File: src/rtl/instr_fetch_queue_if.sv
// Shared fetch-entry types and the fetch/decode handshake bundle of the instruction fetch queue.
package tortoise_pkg;
  localparam int unsigned IFQ_DEPTH       = 8;
  localparam int unsigned INSTR_PER_FETCH = 2;

  typedef struct packed {
    logic        valid;
    logic [31:0] cause;
    logic [31:0] tval;
  } exception_t;

  typedef struct packed {
    logic        is_taken;
    logic [31:0] predict_address;
  } branchpredict_t;

  typedef struct packed {
    logic           valid;
    logic [31:0]    addr;
    logic [31:0]    instr;
    exception_t     ex;
    branchpredict_t predict;
  } fetch_entry_t;
endpackage

interface instr_fetch_queue_if #(
  parameter int unsigned DEPTH    = tortoise_pkg::IFQ_DEPTH,
  parameter int unsigned NR_LANES = tortoise_pkg::INSTR_PER_FETCH
);
  import tortoise_pkg::*;

  logic                              flush_i;
  fetch_entry_t [NR_LANES-1:0]       fetch_entries_i;
  logic                              fetch_ready_o;
  fetch_entry_t                      decode_entry_o;
  logic                              decode_valid_o;
  logic                              decode_ready_i;
  logic [$clog2(DEPTH):0]            count_o;

  modport master (
    output flush_i, fetch_entries_i, decode_ready_i,
    input  fetch_ready_o, decode_entry_o, decode_valid_o, count_o
  );

  modport slave (
    input  flush_i, fetch_entries_i, decode_ready_i,
    output fetch_ready_o, decode_entry_o, decode_valid_o, count_o
  );
endinterface

File: src/rtl/instr_fetch_queue.sv
// Fetch-to-decode queue: filters wrong-path lanes, compacts survivors into a circular buffer.
// Latency: 1 cycle push-to-head, no bypass. Flush empties the queue on the next edge.
// Backpressure: a whole group is refused unless NR_LANES slots are free (registered count only).
module instr_fetch_queue
  import tortoise_pkg::*;
#(
  parameter int unsigned DEPTH    = IFQ_DEPTH,
  parameter int unsigned NR_LANES = INSTR_PER_FETCH
) (
  input  logic              clk_i,
  input  logic              rst_ni,
  instr_fetch_queue_if.slave ifq
);

  localparam int unsigned PTR_W = $clog2(DEPTH);
  localparam int unsigned CNT_W = PTR_W + 1;
  localparam logic [CNT_W-1:0] ROOM_LIMIT = CNT_W'(DEPTH - NR_LANES);

  fetch_entry_t         mem [DEPTH];
  logic [PTR_W-1:0]     rd_ptr;
  logic [PTR_W-1:0]     wr_ptr;
  logic [CNT_W-1:0]     count;
  logic [CNT_W-1:0]     count_next;
  logic [NR_LANES-1:0]  keep;
  logic [PTR_W-1:0]     slot_off [NR_LANES];
  logic [CNT_W-1:0]     kept_cnt;
  logic                 push;
  logic                 pop;

  // A taken or faulting lane is kept but closes the group for every younger lane.
  always_comb begin
    logic stop;
    stop     = 1'b0;
    kept_cnt = '0;
    keep     = '0;
    slot_off = '{default: '0};
    for (int i = 0; i < NR_LANES; i++) begin
      slot_off[i] = kept_cnt[PTR_W-1:0];
      keep[i]     = ifq.fetch_entries_i[i].valid && !stop;
      if (keep[i]) begin
        kept_cnt = kept_cnt + CNT_W'(1);
        if (ifq.fetch_entries_i[i].predict.is_taken || ifq.fetch_entries_i[i].ex.valid) begin
          stop = 1'b1;
        end
      end
    end
  end

  assign ifq.fetch_ready_o  = !ifq.flush_i && (count <= ROOM_LIMIT);
  assign ifq.decode_valid_o = (count != '0) && !ifq.flush_i;
  assign ifq.decode_entry_o = mem[rd_ptr];
  assign ifq.count_o        = count;

  assign push = ifq.fetch_ready_o && (kept_cnt != '0);
  assign pop  = ifq.decode_valid_o && ifq.decode_ready_i;

  always_comb begin
    count_next = count;
    if (push) begin
      count_next = count_next + kept_cnt;
    end
    if (pop) begin
      count_next = count_next - CNT_W'(1);
    end
  end

  always_ff @(posedge clk_i or negedge rst_ni) begin
    if (!rst_ni) begin
      rd_ptr <= '0;
      wr_ptr <= '0;
      count  <= '0;
    end else if (ifq.flush_i) begin
      rd_ptr <= '0;
      wr_ptr <= '0;
      count  <= '0;
    end else begin
      if (push) begin
        wr_ptr <= wr_ptr + kept_cnt[PTR_W-1:0];
      end
      if (pop) begin
        rd_ptr <= rd_ptr + PTR_W'(1);
      end
      count <= count_next;
    end
  end

  // Storage is deliberately left out of reset; only pointers and count define occupancy.
  always_ff @(posedge clk_i) begin
    if (push) begin
      for (int i = 0; i < NR_LANES; i++) begin
        if (keep[i]) begin
          mem[wr_ptr + slot_off[i]] <= ifq.fetch_entries_i[i];
        end
      end
    end
  end

endmodule

File: src/flat_wrapper.sv
// flat-port wrapper written by rule: the top's interface ports become plain ports
module instr_fetch_queue_flat import tortoise_pkg::*;
#(
  parameter int unsigned DEPTH    = IFQ_DEPTH,
  parameter int unsigned NR_LANES = INSTR_PER_FETCH
)
  (clk_i, rst_ni, ifq_flush_i, ifq_fetch_entries_i, ifq_decode_ready_i, ifq_fetch_ready_o, ifq_decode_entry_o, ifq_decode_valid_o, ifq_count_o);
  instr_fetch_queue_if #(.DEPTH(DEPTH), .NR_LANES(NR_LANES)) ifq_i ();
  input  logic clk_i;
  input  logic rst_ni;
  input wire logic [$bits(ifq_i.flush_i)-1:0] ifq_flush_i;
  input wire logic [$bits(ifq_i.fetch_entries_i)-1:0] ifq_fetch_entries_i;
  input wire logic [$bits(ifq_i.decode_ready_i)-1:0] ifq_decode_ready_i;
  output wire logic [$bits(ifq_i.fetch_ready_o)-1:0] ifq_fetch_ready_o;
  output wire logic [$bits(ifq_i.decode_entry_o)-1:0] ifq_decode_entry_o;
  output wire logic [$bits(ifq_i.decode_valid_o)-1:0] ifq_decode_valid_o;
  output wire logic [$bits(ifq_i.count_o)-1:0] ifq_count_o;
  assign ifq_i.flush_i = ifq_flush_i;
  assign ifq_i.fetch_entries_i = ifq_fetch_entries_i;
  assign ifq_i.decode_ready_i = ifq_decode_ready_i;
  assign ifq_fetch_ready_o = ifq_i.fetch_ready_o;
  assign ifq_decode_entry_o = ifq_i.decode_entry_o;
  assign ifq_decode_valid_o = ifq_i.decode_valid_o;
  assign ifq_count_o = ifq_i.count_o;
  instr_fetch_queue #(.DEPTH(DEPTH), .NR_LANES(NR_LANES)) u_core (.clk_i(clk_i), .rst_ni(rst_ni), .ifq(ifq_i));
endmodule
File: config.mk
export PLATFORM = sky130hd
export DESIGN_NAME = instr_fetch_queue_flat
export DESIGN_NICKNAME = d
export VERILOG_FILES = /design/src/rtl/instr_fetch_queue_if.sv /design/src/rtl/instr_fetch_queue.sv /design/src/flat_wrapper.sv
export SDC_FILE = /design/constraint.sdc
export NUM_CORES = 2
export LEC_CHECK = 0
export CAP_MARGIN = 20
export CORE_ASPECT_RATIO = 0.8
export CORE_MARGIN = 5
export CORE_UTILIZATION = 45
export DETAILED_ROUTE_END_ITERATION = 8
export PLACE_DENSITY_LB_ADDON = 0.05
export SYNTH_ARGS = -nofsm -noshare
export SYNTH_HDL_FRONTEND = slang
export SYNTH_SLANG_ARGS = --single-unit
File: constraint.sdc
create_clock -name clk_i -period 39.7 [get_ports clk_i]
set_clock_uncertainty 0.05 [all_clocks]
set_input_delay 7.94 -clock clk_i [delete_from_list [all_inputs] [get_ports clk_i]]
set_output_delay 7.94 -clock clk_i [all_outputs]
set_load 0.1 [all_outputs]
### Word-level counts from Yosys, hierarchy flattened

Memories as Yosys holds them, arrays and structs flattened.
Index checks and enable logic that the tools add are counted.

* logic and storage cells: 40
* input port bits: 330
* flip-flop bits (word level): 10
* memory bits (writable): 1304
* memories kept: 1

Memory list
* u_core.mem: depth 8, width 163, rd ports 1, clocked after memory_dff 0, write ports 2, RTL line instr_fetch_queue.sv:19 `fetch_entry_t mem [DEPTH];`

* $add $sub $neg: 6
* reductions and logical operators: 12
* $lt $le $gt $ge: 1
* multiplexer cells: 17

Operators with widths (count)
* 4-bit two-way mux: 4
* 3-bit two-way mux: 4
* 1-bit two-way mux: 9
* 4-bit nonzero test: 2
* 3-bit adder: 2
* 1-bit logical AND: 5
* 4-bit by 1-bit adder with 4-bit output (second input constant): 1
* 4-bit adder: 1
* 4-bit by 3-bit <= comparator with 1-bit output (second input constant): 1
* 2-bit nonzero test: 2
* 4-bit by 1-bit subtractor with 4-bit output (second input constant): 1
* 3-bit by 1-bit adder with 3-bit output (second input constant): 1
* 1-bit zero test: 2
* 1-bit logical OR: 1

### Longest topological paths before layout

* word-level depth: 12
* depth in mapped cells: 11
* gate-level depth less buffers: 11

### Worst setup path after synthesis

No wires, ideal clock.

* path type: input-to-reg
* start point: in ifq_flush_i
* end point: mem u_core.mem[0][0] (netlist name) (enable)
* data arrival time: 21.086 ns
* slack: 17.639 ns
* stages on the path: 5
* setup time: 0.925 ns
* cell sequence: buf_2 a311o_2 inv_2 nand3b_1 o31ai_1

RTL lines
* from (decl): RTL line flat_wrapper.sv:11 `input wire logic [$bits(ifq_i.flush_i)-1:0] ifq_flush_i;`
* to (decl): RTL line instr_fetch_queue.sv:19

### Worst setup path in the final report

* start point: in ifq_flush_i
* end point: out ifq_fetch_ready_o

* word-level cells in the longest chain between the ends: 2

RTL lines
* 1-bit zero test: RTL line instr_fetch_queue.sv:49 `assign ifq.fetch_ready_o = !ifq.flush_i && (count <= ROOM_LIMIT);`
* 1-bit logical AND: RTL line instr_fetch_queue.sv:49
* to (decl): RTL line flat_wrapper.sv:14 `output wire logic [$bits(ifq_i.fetch_ready_o)-1:0] ifq_fetch_ready_o;`

Every way passes these cells.

==> metrics.yaml <==
outcome: "finished clean"
slowest_delay_ps: 1180
synth_area_sq_um: 65400
cts.sinks: 1314
ioPinCount: 499
m1WireLength_mm: 74.9
grt.total_usage_pct: 24.2
crit_type: "in2out"
cp_cell_sequence: "clkdlybuf4s50_1 > a311o_2 > inv_2 > clkdlybuf4s50_1"
reg2reg_from: "u_core.wr_ptr[0]$_DFFE_PN0P_"
ys.flop_type: "edfxtp_1"
core_sq_um: 145000
first_pass_iters: 5
ys_async_sr_fraction_pct: 0.761
endpoint_kind: "primary output"
ir_drop_uv: 47.8
drt_iter0_drc: 2416
yosys_warnings: 0
critical_path.slowest_cell: "clkdlybuf4s50_1"
tightest_slew_ps: 1180
initial_core_util_pct: 45.2
worst-path-max-fanout: 9
port_buffers: 498
hold-path-endpoint: "u_core.wr_ptr[1]$_DFFE_PN0P_"
synth-seq-cells: 1314
cts_hold_buf: 0
max_cap_violations: 0
fin_crit_sh_pct: 47.0
num_vias: 35400
ys_seq_area_share_pct: 60.2
cpMostUsedCell: "clkdlybuf4s50_1"
gp_congestion: 0.748
yosysMostFrequentCell: "mux2_2"
cts_root_buf: "clkbuf_16"
vias_per_cell: 5.93
die_h_microns: 351
clk_latency_ps: 770
die_area_sq_um: 153000
finalSetupViolations: 0
post_cts.repair.setup_buffers: 0
hold_viol: 0
postCtsResizedCells: 0
numCtsBuffers: 147
clk_pin_slew_ps: 60
p_per_area_nw_per_um2: 61.4
finalWirelength_mm: 188
grt_overflow_total: 0
crit_required_ps: 31710
die_x_microns: 436
clock_path_buffers: 3
syn_area_per_cell_sq_um: 19.0
power_w: 0.00470
highest_layer: "met5"
worstPathArrival_ps: 10690
final_cell_area_sq_um: 76600
cts_tree: "yes"
yosys.area.top_type_share_pct: 59.8
hpwl_mm: 99.5
synth_edf_count: 1304
crit_path_start_kind: "primary input"
hold_path_class: "reg2reg"
cp_top_family: "buffers and inverters"
wire_per_inst_microns: 31.4
drc: 0
grt_pass1_vias: 39200
rsz0062_at_grt: "false"
startpoint: "ifq_flush_i"
antenna_found_initial: 46
ff2ff_setup_slack_ps: 34570
postPlaceCellArea_sq_um: 72000
area_delta_synth_final_pct: 17.0
synth_fp_nets: 3780
nets: 4255
htreeDepth: 4
grt_pass1_wl_mm: 271
setup_tns_ps: 0
critPathBufInv: 3
layout-drive-gt1-share_pct: 48.7
postRouteAntennaNets: 0
synth_cell_types: 42
relSlewSlack_pct: 20.9
drv_slew: 0
synth_top_area_cell: "edfxtp_1"
met2_length_mm: 97.3
synthTopCellsByCount: "mux2_2, edfxtp_1, mux4_2"
min_from: "u_core.wr_ptr[1]$_DFFE_PN0P_"
rows: 125
worstHoldPathCells: 2
fin_crit_ps: 18680
ff2ff_path_depth: 7
syn_inst: 3440
grt_max_degree: 144
p_leak_nw: 23.8
clock.fmax_ghz: 0.0535
r2r-end: "u_core.mem[4][74]$_DFFE_PP_"
wl_met3_mm: 8.92
ys_top_cells_by_area: "edfxtp_1, mux2_2, mux4_2"
logic make-up (layout without fill, tap and decap cells):
family | after synthesis | count (layout) | share of synthesized area, %
multiplexers | 1790 | 1790 | 36.4
flip-flops | 1314 | 1314 | 60.2
AND/OR/NAND/NOR | 57 | 57 | 0.537
buffers and inverters | 241 | 833 | 2.33
XOR/XNOR | 8 | 8 | 0.119
adder cells (fa/ha/maj) | 10 | 10 | 0.191
other | 0 | 37 | 0
AO/OA/AOI/OAI | 20 | 20 | 0.203
state kept, by name, summed over array words and instances (netlist names):
name and flops:
u_core.mem 1304, u_core.ifq.count_o 4, u_core.rd_ptr 3, u_core.wr_ptr 3
worst max path at each step:
stage | end | depth (start not counted)
floorplan | u_core.mem[0][0]$_DFFE_PP_ | 5
global placement | ifq_fetch_ready_o | 4
detailed placement | ifq_fetch_ready_o | 4
CTS | ifq_fetch_ready_o | 4
global route | ifq_fetch_ready_o | 4
finish | ifq_fetch_ready_o | 4
metal layers:
metal  GRT usage, %  vias up
li1               -    15200
met1           29.9    18900
met2           42.5      961
met3           4.34      338
met4           9.62        6
met5              0        -
where the power goes:
| group | internal [W] | total (W) | switching [W] | leakage [nW] |
|---|---|---|---|---|
| Combinational | 0.000570 | 0.00170 | 0.00113 | 9.74 |
| Sequential | 0.00168 | 0.00172 | 0.0000440 | 11.9 |
| Clock | 0.000721 | 0.00128 | 0.000556 | 2.15 |
| Total | 0.00297 | 0.00470 | 0.00173 | 23.8 |
worst min-delay path, cell delays in order (launching register included):
cell     delay, ps
dfrtp_1        450
nand2_1         90
o21ai_0         70
cells in the final DEF, fill, tap and decap left out, types with 5 or more instances in the layout:
master           instances
or2_2                    8
dfrtp_1                  7
clkbuf_1                46
clkinv_2                20
nor2_1                  11
o21bai_4                 5
inv_6                    9
buf_12                  10
edfxtp_1              1304
clkinv_1                31
nand2_1                 10
o21ai_0                  6
mux2_1                 117
diode_2                 37
mux2_2                1345
ha_1                    10
xor2_1                   6
mux4_2                 326
clkdlybuf4s50_1        493
buf_4                   59
clkbuf_16              150
area by class of cell:
| type | count | area (sq um) |
|---|---|---|
| fill | 11400 | 68200 |
| sequential | 1314 | 39400 |
| multi-input combinational | 1885 | 24600 |
| timing repair buffer | 564 | 5630 |
| clock buffer | 196 | 3930 |
| tap | 1905 | 2380 |
| clock inverter | 70 | 487 |
| antenna | 37 | 92.6 |
| inverter | 3 | 11.3 |
metrics by stage:
stage	setup WS [ps]	hold slack (ps)	util (%)	std cells
2_1_floorplan	17640	520	-	3440
6_report	21020	598	52.9	5974
4_1_cts	20990	604	52.8	5934
3_3_place_gp	21020	598	49.7	5668
5_1_grt	20930	649	52.9	5963
3_5_place_dp	20980	594	49.7	5668
Note: power is estimated with default switching activity, not from simulation.
